**src/rtl/serial_adder_ctrl.sv**
```systemverilog
// Bit-serial adder: one fulladder reused for WIDTH cycles, LSB first, with a start/busy/done handshake.
// Optional build macro SERIAL_OVF_EN adds the registered signed-overflow output ovf.
module fulladder (
  input  logic a,
  input  logic b,
  input  logic cin,
  output logic s,
  output logic cout
);
  assign s    = a ^ b ^ cin;
  assign cout = (a & b) | (a & cin) | (b & cin);
endmodule

module serial_adder_ctrl #(
  parameter int WIDTH = 8
) (
  input  logic             clk,
  input  logic             rst_n,
  input  logic             start,
  input  logic [WIDTH-1:0] a,
  input  logic [WIDTH-1:0] b,
  input  logic             cin,
  output logic             busy,
  output logic             done,
  output logic [WIDTH-1:0] sum,
  output logic             cout
`ifdef SERIAL_OVF_EN
  ,
  output logic             ovf
`endif
);
  // state | meaning
  // IDLE  | waiting for start; operands captured on accept
  // ADD   | one result bit per cycle through the shared fulladder
  // DONE  | one-cycle done pulse; sum/cout already updated
  typedef enum logic [1:0] {
    IDLE = 2'd0,
    ADD  = 2'd1,
    DONE = 2'd2
  } state_t;

  localparam int CW = $clog2(WIDTH) + 1;
  localparam logic [CW-1:0] LAST = CW'(WIDTH - 1);

  state_t           state, state_nxt;
  logic [WIDTH-1:0] a_sh, b_sh, res_sh, res_nxt;
  logic [CW-1:0]    count;
  logic             carry, fa_s, fa_c, last;

  fulladder u_fa (
    .a   (a_sh[0]),
    .b   (b_sh[0]),
    .cin (carry),
    .s   (fa_s),
    .cout(fa_c)
  );

  assign last = (count == LAST);
  // new bit enters at the MSB so the LSB-first result lands in order after WIDTH shifts
  assign res_nxt = (res_sh >> 1) | (WIDTH'(fa_s) << (WIDTH - 1));

  always_ff @(posedge clk or negedge rst_n) begin
    if (!rst_n) state <= IDLE;
    else        state <= state_nxt;
  end

  always_comb begin
    state_nxt = state;
    busy      = 1'b0;
    done      = 1'b0;
    case (state)
      IDLE: if (start) state_nxt = ADD;
      ADD: begin
        busy = 1'b1;
        if (last) state_nxt = DONE;
      end
      DONE: begin
        done      = 1'b1;
        state_nxt = IDLE;
      end
      default: state_nxt = IDLE;
    endcase
  end

  always_ff @(posedge clk or negedge rst_n) begin
    if (!rst_n) begin
      a_sh   <= '0;
      b_sh   <= '0;
      res_sh <= '0;
      carry  <= 1'b0;
      count  <= '0;
      sum    <= '0;
      cout   <= 1'b0;
`ifdef SERIAL_OVF_EN
      ovf    <= 1'b0;
`endif
    end else begin
      case (state)
        IDLE: begin
          if (start) begin
            a_sh  <= a;
            b_sh  <= b;
            carry <= cin;
            count <= '0;
          end
        end
        ADD: begin
          a_sh   <= a_sh >> 1;
          b_sh   <= b_sh >> 1;
          res_sh <= res_nxt;
          carry  <= fa_c;
          count  <= count + CW'(1);
          if (last) begin
            sum  <= res_nxt;
            cout <= fa_c;
`ifdef SERIAL_OVF_EN
            // carry still holds the carry into the MSB during the last ADD cycle
            ovf  <= carry ^ fa_c;
`endif
          end
        end
        default: ;
      endcase
    end
  end
endmodule

```
**config.mk**
```make
export PLATFORM = sky130hd
export DESIGN_NAME = serial_adder_ctrl
export DESIGN_NICKNAME = d
export VERILOG_FILES = /design/src/rtl/serial_adder_ctrl.sv
export SDC_FILE = /design/constraint.sdc
export NUM_CORES = 1
export LEC_CHECK = 0
export BUFFER_PORTS_ARGS = -buffer_cell sky130_fd_sc_hd__buf_2
export CORE_MARGIN = 2
export CORE_UTILIZATION = 50
export DETAILED_ROUTE_END_ITERATION = 10
export PLACE_DENSITY_LB_ADDON = 0.05
export SLEW_MARGIN = 20
export SYNTH_ARGS = -nofsm -noshare
export SYNTH_HDL_FRONTEND = slang
export SYNTH_SLANG_ARGS = --single-unit
```
**constraint.sdc**
```tcl
create_clock -name clk -period 1.95 [get_ports clk]
set_input_delay 0.0975 -clock clk [delete_from_list [all_inputs] [get_ports clk]]
set_output_delay 0.0975 -clock clk [all_outputs]
set_load 0.1 [all_outputs]
```
# After elaboration in Yosys (flattened, before gate mapping)
# Index checks and enable logic that the tools add are counted.
# Widths: inputs -> output; s select.
dict set report word_totals {
  regBits 40
  inputBits 20
  out_inout_bits 11
  elab_cells 40
}
dict set report op_classes {
  addsub 1
  eq_ne 5
  n_mux 13
  n_bitwise 8
  n_reduce_logical 5
}
# operator n
set ops {}
lappend ops {{$pmux 8 s2} 2}
lappend ops {{$mux 8} 2}
lappend ops {{$or 7x8->8} 1}
lappend ops {{$pmux 4 s2} 1}
lappend ops {{$reduce_and 2->1} 3}
lappend ops {{$add 4x1->4 const B} 1}
lappend ops {{$eq 4x3->1 const B} 1}
lappend ops {{$mux 2} 2}
lappend ops {{$mux 4} 1}
lappend ops {{$ne 2x2->1 const B} 2}
lappend ops {{$pmux 2 s2} 1}
lappend ops {{$and 1x1->1} 3}
lappend ops {{$mux 1} 3}
lappend ops {{$eq 2x1->1 const B} 1}
lappend ops {{$eq 2x2->1 const B} 1}
lappend ops {{$logic_not 2->1} 1}
lappend ops {{$or 1x1->1} 2}
lappend ops {{$pmux 1 s2} 1}
lappend ops {{$reduce_bool 2->1} 1}
lappend ops {{$xor 1x1->1} 2}

# Longest topological paths before layout
dict set report depth {
  ltp_word 4
  mapped_depth 6
  ltp_nobuf 4
}

# By module
# From an unflattened synthesis, not the netlist that was laid out.
dict set report unflattened {
  cells_unflattened 157
  area_unflattened_um2 1671.6
}
# module instances cells_per_inst area_per_inst_um2 seq_area_each_um2
set modules_own_cells {}
lappend modules_own_cells {serial_adder_ctrl 1 156 1651.6 975.9}
lappend modules_own_cells {fulladder 1 1 20.0 0.0}

# Least setup slack after synthesis
# OpenSTA, ideal clock, no wires.
dict set report synth_timing {
  path_type {register to output}
  from {reg state[1]}
  to {out done}
  arrival_ns 2.263
  t_required_ns 1.852
  setup_slack_ns -0.410
  stages_incl_launch_ff 4
  n_path_buf 2
  path_cell_list {dfrtp_1 clkbuf_1 clkbuf_1 nor2b_1}
}
dict set report synth_between {
  elab_chain_cells 2
}
# element line_no
set synth_lines {}
lappend synth_lines {{start, declared} 45} ;# state_t state, state_nxt;
lappend synth_lines {{start signal, assigned} 64} ;# else state <= state_nxt;
lappend synth_lines {{$eq 2x2->1} 71} ;# case (state)
lappend synth_lines {{$mux 1} 71}
lappend synth_lines {{end, declared} 24} ;# output logic done,
# No other way between the ends.

# Worst setup path in the final report
dict set report layout_timing {
  from {reg state[1]}
  to {out busy}
}
dict set report layout_between {
  elab_chain_cells 2
}
# element line_no
set layout_lines {}
lappend layout_lines {{$eq 2x1->1} 71}
lappend layout_lines {{$mux 1} 71}
lappend layout_lines {{end, declared} 23} ;# output logic busy,
# No other way between the ends.

==> flow_metrics.env <==
export IMPL_overflow=0
export IMPL_crit_path_start_kind="register"
export IMPL_skew_ns=0.00446
export IMPL_grt_usage_pct=19.5
export IMPL_peakVddDrop_mv=0.775
export IMPL_crit_fanout=18
export IMPL_min_path_type="primary input to register"
export IMPL_drtPass1Iterations=4
export IMPL_grt_pass1_wl_um=6050
export IMPL_design_die_area_um2=3890
export IMPL_rows=21
export IMPL_syn_nets=184
export IMPL_port_buffer_count=30
export IMPL_end_kind="output pin"
export IMPL_wl_per_cell_um=13.9
export IMPL_whs_ns=0.0245
export IMPL_cts_setup_buffers=0
export IMPL_drive_above_1_share_pct=28.4
export IMPL_grt_max_degree=40
export IMPL_pre_cts_ws_ns=0.371
export IMPL_die_w_um=62.4
export IMPL_synthToLayoutAreaGrowth_pct=18.6
export IMPL_worstPathRequired_ns=1.85
export IMPL_power_leakage_nw=0.959
export IMPL_ys_warn_count=0
export IMPL_yosysSeqAreaShare_pct=57.2
export IMPL_synthCells=162
export IMPL_placed_cells=234
export IMPL_min_period_ns=1.75
export IMPL_ys_types=19
export IMPL_worstSkewPairLatency_ns=0.35
export IMPL_core_area_um2=3310
export IMPL_fin_ws_ns=0.203
export IMPL_fin_crit_sh_pct=89.6
export IMPL_antennaDiodeCount=0
export IMPL_maxCapViolations=0
export IMPL_dp_final_hpwl_um=2280
export IMPL_grt_pass1_vias=1311
export IMPL_placed_area_um2=1930
export IMPL_routed_wl_um=3370
export IMPL_drt_iter0_markers=86
export IMPL_die_height_um=62.4
export IMPL_finalNonFillerCells=243
export IMPL_clock_sinks=39
export IMPL_arrival_ns=1.65
export IMPL_max_freq_mhz=572
export IMPL_tightest_slew_ns=0.850
export IMPL_vias=1318
export IMPL_path_clk_slew_ns=0.12
export IMPL_place_congestion=0.705
export IMPL_cts_buffers_inserted=5
export IMPL_relSlewSlack_pct=43.3
export IMPL_rsz0062_at_grt="false"
export IMPL_hold_viol_final=0
export IMPL_cts_path_max_buffers=2
export IMPL_vias_per_cell=5.42
export IMPL_pin_count=31
export IMPL_cts_root_buffer="clkbuf_4"
export IMPL_maxSlewViolCount=0
export IMPL_crit_type="register to output pin"
export IMPL_tns_ns=0
export IMPL_status="complete, no violations"
export IMPL_ys_ff_latch=39
export IMPL_fin_nets=218
export IMPL_setup_viol=0
export IMPL_ctsResizeCount=0
export IMPL_syn_area_um2=1710
export IMPL_layout_commonest_cell="dfrtp_1"
export IMPL_avgSynthCellArea_um2=10.5
export IMPL_cts_tree="yes"
export IMPL_antenna_left=0
export IMPL_postLayoutCellArea_um2=2020
export IMPL_most_common_layout_cells="39 x dfrtp_1, 32 x nand2_1, 29 x buf_2"
export IMPL_cts_htree_levels=2
export IMPL_power_density_nw_per_um2=1880
export IMPL_drc_errors=0
export IMPL_initial_core_util_pct=51.5
export IMPL_antenna_found_initial=0
[synth_stat cells]
| library cell | number | area (um2) |
|---|---|---|
| ha_1 | 1 | 12.5 |
| o21bai_1 | 1 | 7.51 |
| nor3_4 | 1 | 16.3 |
| a21oi_1 | 12 | 60.1 |
| nor2b_1 | 14 | 87.6 |
| mux2_2 | 10 | 113 |
| inv_2 | 1 | 3.75 |
| dfrtp_1 | 39 | 976 |
| nand2b_1 | 1 | 6.26 |
| nor2_1 | 2 | 7.51 |
| buf_2 | 2 | 10.0 |
| nand3_1 | 2 | 10.0 |
| o21ai_0 | 18 | 90.1 |
| clkbuf_1 | 7 | 26.3 |
| fa_1 | 1 | 20.0 |
| a22oi_1 | 15 | 113 |
| nand2_1 | 32 | 120 |
| a22o_1 | 2 | 17.5 |
| o311ai_0 | 1 | 8.76 |
[per-layer routing]
| layer | part of all wire [%] | track usage [%] |
|---|---|---|
| met5 | 0 | 0 |
| met4 | 1.7 | 6.67 |
| met3 | 3.8 | 5.23 |
| met2 | 46 | 30.4 |
| met1 | 49 | 26.6 |
[per-stage QoR]
stage,util (%),power [W]
6_report,61.1,0.00379
3_5_place_dp,58.4,0.00327
3_3_place_gp,58.4,0.00321
5_1_grt,61.1,0.00404
4_1_cts,61.1,0.00383
2_1_floorplan,-,0.00282
[cells by family after synthesis]
kind of cell               Yosys count  share of synthesized area, %
AOI/OAI and AO/OA                   49                          17.4
muxes                               10                          6.60
buffers and inverters               10                          2.35
adders and majority gates            2                          1.91
DFF                                 39                          57.2
and+or+nand+nor                     52                          14.5
[worst paths after layout]
path / startpoint / end / slack [ns] / cells past startpoint
min in group asynchronous: rst_n / a_sh[3] / 0.40 / 2
max reg2reg: count[0] / sum[1] / 0.35 / 4
min reg2reg: b_sh[2] / b_sh[2] / 0.50 / 2
max: state[1] / busy / 0.20 / 4
max in group asynchronous: rst_n / a_sh[5] / 1.02 / 2
min: a[6] / a_sh[6] / 0.02 / 3
[sequential cells by signal, summed over array words and instances, names as in the netlist]
signal,cells
a_sh,8
b_sh,8
sum,8
res_sh,7
count,4
state,2
carry,1
cout,1
[final cells by class]
cell class              count  area, um2
repair buffers             36        213
multi-input cells         113        692
inverters                   1       3.75
fillers                   314       1290
flip-flops and latches     39        976
clock inverters             3       43.8
clock buffers               5       37.5
well taps                  46       57.6
[power breakdown]
| group | switching [W] | internal [W] | leakage, nW | total [W] |
|---|---|---|---|---|
| Sequential | 0.000225 | 0.00114 | 0.506 | 0.00137 |
| Combinational | 0.00133 | 0.000554 | 0.408 | 0.00188 |
| Clock | 0.000277 | 0.000270 | 0.0452 | 0.000547 |
| Total | 0.00183 | 0.00196 | 0.959 | 0.00379 |
[worst max-delay path, stage by stage, from the launching register on]
cell and delay [ns]:
dfrtp_1 0.39, nand2b_1 0.19, buf_4 0.19, inv_2 0.29, buf_12 0.23
[timing repair]
action / CTS / global route
hold buffers: 1 / 0
hold endpoints to repair: 39 / 0
setup endpoints to repair: 0 / 0
Note: power is estimated with default switching activity, not from simulation.
